### config.mk
export PLATFORM = sky130hd
export DESIGN_NAME = fft_frame_sequencer
export DESIGN_NICKNAME = d
export VERILOG_FILES = /design/src/rtl/fft_seq_pkg.sv /design/src/rtl/fft_frame_buf.sv /design/src/rtl/fft_frame_sequencer.sv
export SDC_FILE = /design/constraint.sdc
export NUM_CORES = 1
export LEC_CHECK = 0
export CORE_AREA = 2 2 430 432
export CTS_CLUSTER_DIAMETER = 60
export DETAILED_ROUTE_END_ITERATION = 8
export DIE_AREA = 0 0 432 434
export DONT_BUFFER_PORTS = 1
export REMOVE_ABC_BUFFERS = 1
export SYNTH_ARGS = -nofsm -noshare
export SYNTH_HDL_FRONTEND = slang
export SYNTH_HIERARCHICAL = 1
export SYNTH_SLANG_ARGS = --single-unit
### constraint.sdc
create_clock -name clk -period 7.74 [get_ports clk]
set_input_delay 1.548 -clock clk [delete_from_list [all_inputs] [get_ports clk]]
set_output_delay 1.548 -clock clk [all_outputs]
set_load 0.01 [all_outputs]
### src/rtl/fft_seq_pkg.sv
// Shared types and default sizing for the FFT frame sequencer.
package fft_seq_pkg;

  localparam int unsigned DefDataWidth  = 16;
  localparam int unsigned DefN          = 16;
  localparam int unsigned DefFftLatency = 4;

  typedef enum logic [1:0] {
    StLoad,
    StCompute,
    StDrain
  } seq_state_e;

endpackage

### src/rtl/fft_frame_buf.sv
// N-entry complex frame store: single-entry writes for sample collection,
// whole-frame load for result capture. Contents are deliberately not reset.
module fft_frame_buf #(
  parameter int unsigned DataWidth = 16,
  parameter int unsigned Depth     = 16
) (
  input  logic                         clk_i,
  input  logic                         wr_en_i,
  input  logic [$clog2(Depth)-1:0]     wr_idx_i,
  input  logic [DataWidth-1:0]         wr_re_i,
  input  logic [DataWidth-1:0]         wr_im_i,
  input  logic                         load_en_i,
  input  logic [Depth*DataWidth-1:0]   load_re_i,
  input  logic [Depth*DataWidth-1:0]   load_im_i,
  output logic [Depth*DataWidth-1:0]   re_o,
  output logic [Depth*DataWidth-1:0]   im_o
);

  logic [Depth*DataWidth-1:0] re_q;
  logic [Depth*DataWidth-1:0] im_q;

  // Frame load takes priority over a single-entry write.
  always_ff @(posedge clk_i) begin
    if (load_en_i) begin
      re_q <= load_re_i;
      im_q <= load_im_i;
    end else if (wr_en_i) begin
      re_q[wr_idx_i*DataWidth +: DataWidth] <= wr_re_i;
      im_q[wr_idx_i*DataWidth +: DataWidth] <= wr_im_i;
    end
  end

  assign re_o = re_q;
  assign im_o = im_q;

endmodule

### src/rtl/fft_frame_sequencer.sv
// Frame sequencer around a parallel FFT: collects N samples, holds the frame
// for FFT_LATENCY enabled cycles, captures results and streams them out.
// Optional: define FFT_SEQ_FRAME_CNT_EN to add the frame_cnt output.
module fft_frame_sequencer
  import fft_seq_pkg::*;
#(
  parameter int unsigned DATA_WIDTH  = DefDataWidth,
  parameter int unsigned N           = DefN,
  parameter int unsigned FFT_LATENCY = DefFftLatency
) (
  input  logic                         clk,
  input  logic                         rst,
  input  logic                         s_valid,
  output logic                         s_ready,
  input  logic signed [DATA_WIDTH-1:0] s_re,
  input  logic signed [DATA_WIDTH-1:0] s_im,
  input  logic                         s_last,
  output logic                         fft_enable,
  output logic [N*DATA_WIDTH-1:0]      fft_zr,
  output logic [N*DATA_WIDTH-1:0]      fft_zi,
  input  logic [N*DATA_WIDTH-1:0]      fft_Zr,
  input  logic [N*DATA_WIDTH-1:0]      fft_Zi,
  output logic                         m_valid,
  input  logic                         m_ready,
  output logic signed [DATA_WIDTH-1:0] m_re,
  output logic signed [DATA_WIDTH-1:0] m_im,
  output logic [$clog2(N)-1:0]         m_index,
  output logic                         m_last,
  output logic                         frame_err,
  output logic                         busy
`ifdef FFT_SEQ_FRAME_CNT_EN
  ,
  output logic [15:0]                  frame_cnt
`endif
);

  localparam int unsigned IdxW = $clog2(N);
  localparam int unsigned CntW = (FFT_LATENCY > 1) ? $clog2(FFT_LATENCY) : 1;

  seq_state_e state_q, state_d;

  logic [IdxW-1:0]              wr_idx_q, wr_idx_d;
  logic [IdxW-1:0]              rd_idx_q, rd_idx_d;
  logic [IdxW-1:0]              m_index_q, m_index_d;
  logic [IdxW-1:0]              rd_sel;
  logic [CntW-1:0]              cnt_q, cnt_d;
  logic                         fft_enable_q, fft_enable_d;
  logic                         m_valid_q, m_valid_d;
  logic                         m_last_q, m_last_d;
  logic                         frame_err_q, frame_err_d;
  logic signed [DATA_WIDTH-1:0] m_re_q, m_re_d;
  logic signed [DATA_WIDTH-1:0] m_im_q, m_im_d;
  logic                         ibuf_we;
  logic                         obuf_load;
  logic [N*DATA_WIDTH-1:0]      obuf_re;
  logic [N*DATA_WIDTH-1:0]      obuf_im;

  fft_frame_buf #(
    .DataWidth (DATA_WIDTH),
    .Depth     (N)
  ) u_ibuf (
    .clk_i     (clk),
    .wr_en_i   (ibuf_we),
    .wr_idx_i  (wr_idx_q),
    .wr_re_i   (s_re),
    .wr_im_i   (s_im),
    .load_en_i (1'b0),
    .load_re_i ('0),
    .load_im_i ('0),
    .re_o      (fft_zr),
    .im_o      (fft_zi)
  );

  fft_frame_buf #(
    .DataWidth (DATA_WIDTH),
    .Depth     (N)
  ) u_obuf (
    .clk_i     (clk),
    .wr_en_i   (1'b0),
    .wr_idx_i  ('0),
    .wr_re_i   ('0),
    .wr_im_i   ('0),
    .load_en_i (obuf_load),
    .load_re_i (fft_Zr),
    .load_im_i (fft_Zi),
    .re_o      (obuf_re),
    .im_o      (obuf_im)
  );

  // Bin to present next: the current one when priming, the following one on a handshake.
  assign rd_sel = m_valid_q ? rd_idx_q + 1'b1 : rd_idx_q;

  // Next-state and registered-output decode.
  always_comb begin
    state_d      = state_q;
    wr_idx_d     = wr_idx_q;
    rd_idx_d     = rd_idx_q;
    cnt_d        = cnt_q;
    fft_enable_d = 1'b0;
    m_valid_d    = m_valid_q;
    m_last_d     = m_last_q;
    m_index_d    = m_index_q;
    m_re_d       = m_re_q;
    m_im_d       = m_im_q;
    frame_err_d  = 1'b0;
    ibuf_we      = 1'b0;
    obuf_load    = 1'b0;
    unique case (state_q)
      StLoad: begin
        if (s_valid) begin
          ibuf_we = 1'b1;
          if (wr_idx_q == IdxW'(N - 1)) begin
            wr_idx_d     = '0;
            cnt_d        = '0;
            fft_enable_d = 1'b1;
            frame_err_d  = ~s_last;
            state_d      = StCompute;
          end else if (s_last) begin
            // Short frame: drop what was collected.
            wr_idx_d    = '0;
            frame_err_d = 1'b1;
          end else begin
            wr_idx_d = wr_idx_q + 1'b1;
          end
        end
      end
      StCompute: begin
        if (cnt_q == CntW'(FFT_LATENCY - 1)) begin
          obuf_load = 1'b1;
          rd_idx_d  = '0;
          state_d   = StDrain;
        end else begin
          cnt_d        = cnt_q + 1'b1;
          fft_enable_d = 1'b1;
        end
      end
      StDrain: begin
        if (!m_valid_q || m_ready) begin
          if (m_valid_q && m_last_q) begin
            m_valid_d = 1'b0;
            m_last_d  = 1'b0;
            rd_idx_d  = '0;
            state_d   = StLoad;
          end else begin
            m_valid_d = 1'b1;
            rd_idx_d  = rd_sel;
            m_index_d = rd_sel;
            m_re_d    = obuf_re[rd_sel*DATA_WIDTH +: DATA_WIDTH];
            m_im_d    = obuf_im[rd_sel*DATA_WIDTH +: DATA_WIDTH];
            m_last_d  = (rd_sel == IdxW'(N - 1));
          end
        end
      end
      default: state_d = StLoad;
    endcase
  end

  // State and control registers with synchronous reset.
  always_ff @(posedge clk) begin
    if (rst) begin
      state_q      <= StLoad;
      wr_idx_q     <= '0;
      rd_idx_q     <= '0;
      cnt_q        <= '0;
      fft_enable_q <= 1'b0;
      m_valid_q    <= 1'b0;
      m_last_q     <= 1'b0;
      m_index_q    <= '0;
      m_re_q       <= '0;
      m_im_q       <= '0;
      frame_err_q  <= 1'b0;
    end else begin
      state_q      <= state_d;
      wr_idx_q     <= wr_idx_d;
      rd_idx_q     <= rd_idx_d;
      cnt_q        <= cnt_d;
      fft_enable_q <= fft_enable_d;
      m_valid_q    <= m_valid_d;
      m_last_q     <= m_last_d;
      m_index_q    <= m_index_d;
      m_re_q       <= m_re_d;
      m_im_q       <= m_im_d;
      frame_err_q  <= frame_err_d;
    end
  end

`ifdef FFT_SEQ_FRAME_CNT_EN
  logic [15:0] frame_cnt_q;

  // Count completed drains; wraps naturally at 0xFFFF.
  always_ff @(posedge clk) begin
    if (rst) begin
      frame_cnt_q <= '0;
    end else if (m_valid_q && m_ready && m_last_q) begin
      frame_cnt_q <= frame_cnt_q + 16'd1;
    end
  end

  assign frame_cnt = frame_cnt_q;
`endif

  assign s_ready    = (state_q == StLoad);
  assign busy       = (state_q != StLoad);
  assign fft_enable = fft_enable_q;
  assign m_valid    = m_valid_q;
  assign m_last     = m_last_q;
  assign m_index    = m_index_q;
  assign m_re       = m_re_q;
  assign m_im       = m_im_q;
  assign frame_err  = frame_err_q;

endmodule

==> flow_summary.ini <==
[routing]
ant_nets = 0
num_vias = 41200
finalWirelength_um = 240000
route.detailed.drc = 0
wl_per_cell_um = 35.1
firstDrtPassIters = 6
vias_per_cell = 6.02
drtIter0Drc = 5529

[worst_setup_path]
critical_path_buf_inv_count = 1
ff2ff_path_depth = 5
max_stage_delay_ps = 990
r2r-start = wr_idx_q[2]
cp-start-kind = flip-flop
critical_path_class = reg -> reg
critPathRequiredTime_ps = 8140
arrival_ps = 4250
reg2reg_setup_slack_ps = 3890
crit_family = compound AO/OA/AOI/OAI gates
cp-end-kind = flip-flop
path_max_fanout = 98
slowest_stage = a41o_2
r2r-end = u_ibuf/im_o[189]
cp_cell_sequence = nor3_1 > ha_1 > nor2_4 > buf_4 > a41o_2

[sta]
worst-slew-pin-transition_ps = 18560
period_needed_ps = 3850
fmax_ghz = 0.259
relSlewSlack_pct = -1140
setup_viol = 0
fin_crit_sh_pct = 49.8
hold_violations = 0
rsz0062_at_grt = no
fin_skew_ps = 37.1
slew_violations = 240

[clock_tree]
numClockSinks = 1076
post_cts_resized = 0
post_cts_buffers = 0
cts_tree = done
root_buffer = clkbuf_16
clock_path_buffers = 3
clk_pin_slew_worst_paths_ps = 60
hold_buffers = 0
clk_latency_ps = 800
numCtsBuffers = 135
h-tree-depth = 4

[finish]
instances_no_fill = 6840
drive_gt1_share_pct = 12.5
final_util_pct = 34.6
final_nets = 4851
syn_to_final_growth_pct = 15.1
layout_commonest_cell = edfxtp_1
final_cell_mix = 1024 x edfxtp_1, 617 x conb_1, 606 x a32o_1

[synth]
synthCells = 3990
synth_edf_count = 1024
synth_seq_cells = 1076
synth_area_um2 = 54800
async_reset_ff_share_pct = 0
synth_flop_cell = edfxtp_1
ys_seq_area_share_pct = 58.0
synth_warnings = 6
syn_avg_cell_area_um2 = 13.7
synth_cell_type_count = 86

[placement]
dp_cells = 6540
place_congestion = 0.835
numPortBuffers = 0
dpl.hpwl_um = 153000

[floorplanning]
core_area_um2 = 182000
rows = 157
die_x_um = 432
design.portCount = 1103
die_area_um2 = 187000
die_h_um = 434
start_util_pct = 30.0

[worst_hold_path]
holdPathStages = 2
min_to = cnt_q[1]
holdCritStartpoint = cnt_q[1]
hp-class = reg -> reg

[grt]
antenna_found_initial = 68
grt.total_usage_pct = 24.5
overflow = 0
grt_first_pass_wirelength_um = 321000
grt_pass1_vias = 39800
grt_start_max_net_pins = 533

[run_status]
violations = max-slew violations
status = finished, violations left

[power]
irDropWorstVdd_mv = 0.173
p_per_area_nw_per_um2 = 224
p_leak_uw = 0.0202

[flow_run]
cap_violations = 0
-- worst max-delay path by stage --
stage | startpoint | end | slack [ps] | depth (start not counted)
CTS | m_valid | m_valid | 3780 | 2
floorplan | rd_idx_q[0] | m_re[15] | -4990 | 5
detailed placement | s_valid | u_ibuf/re_o[108] | 3750 | 5
global placement | s_valid | u_ibuf/re_o[108] | 3780 | 5
global route | wr_idx_q[2] | u_ibuf/im_o[189] | 3710 | 5
finish | wr_idx_q[2] | u_ibuf/im_o[189] | 3890 | 5
-- metal layers --
metal | wire [um] | global-route usage [%]
met2 | 115000 | 40.1
met4 | 17700 | 18.2
met3 | 24600 | 6.72
met5 | 203 | 0
met1 | 82800 | 27.3
-- where the power goes --
group | total [uW] | internal, uW | leakage, uW | switching [uW]
Combinational | 820 | 199 | 0.00794 | 621
Clock | 6360 | 3680 | 0.00217 | 2680
Sequential | 6930 | 6650 | 0.0101 | 277
Total | 14100 | 10500 | 0.0202 | 3570
-- per-stage QoR --
stage                     power (uW)  area, um2  setup TNS, ps  hold slack (ps)  worst slack, ps
after detailed placement        7680      58500              0              494             3750
after global placement          7660      58500              0              480             3780
final                          14100      63100              0              519             3890
after global routing           14500      63000              0              557             3710
after CTS                      14000      62900              0              507             3780
after floorplan                 7430      54600       -4115210              461            -4990
-- cells in the mapped netlist, drive strengths merged, types with 26 or more instances --
cell type,number,area (um2)
a21oi,45,229
a221oi,37,537
a22o,247,2160
a22oi,57,428
a31oi,27,169
a32o,607,6080
buf,235,1420
clkbuf,285,1070
dfxtp,52,1040
edfxtp,1024,30700
inv,46,173
mux2i,218,2180
mux4,123,2770
nand2,411,1540
nand3,60,300
nand4,26,163
nor2,34,143
nor3,28,166
o21ai,115,579
o31ai,35,413
o41ai,86,761
-- cells by family after synthesis --
| group | count (synthesis) | synth area share, % |
|---|---|---|
| muxes | 349 | 9.20 |
| buffers and inverters | 567 | 4.86 |
| DFF | 1076 | 58.0 |
| adders and majority gates | 10 | 0.228 |
| and+or+nand+nor | 636 | 5.30 |
| other | 1 | 0.00684 |
| xor gates and xnor gates | 10 | 0.249 |
| AOI/OAI and AO/OA | 1341 | 22.1 |
-- final cells by class --
class	instances	area, um2
Inverter	47	179
Sequential cell	1076	31800
Antenna cell	53	133
Clock buffer	172	3630
Timing Repair Buffer	69	568
Multi-Input combinational cell	2963	22900
Tap cell	2385	2980
Fill cell	17700	119000
Clock inverter	75	825
-- worst register-to-register path: stages, from the launching register on --
cell	delay, ps
dfxtp_1	740
nor3_1	140
ha_1	480
nor2_4	210
buf_4	830
a41o_2	1000
-- sequential cells by signal, summed over array words and instances (netlist names) --
name,cells
fft_enable,1
state_q,2
u_obuf/im_o,256
m_valid,1
frame_err,1
wr_idx_q,4
u_obuf/re_o,256
u_ibuf/im_o,256
m_index,4
m_last,1
m_re,16
u_ibuf/re_o,256
cnt_q,2
rd_idx_q,4
m_im,16
Power figures use the tool's default switching activity.
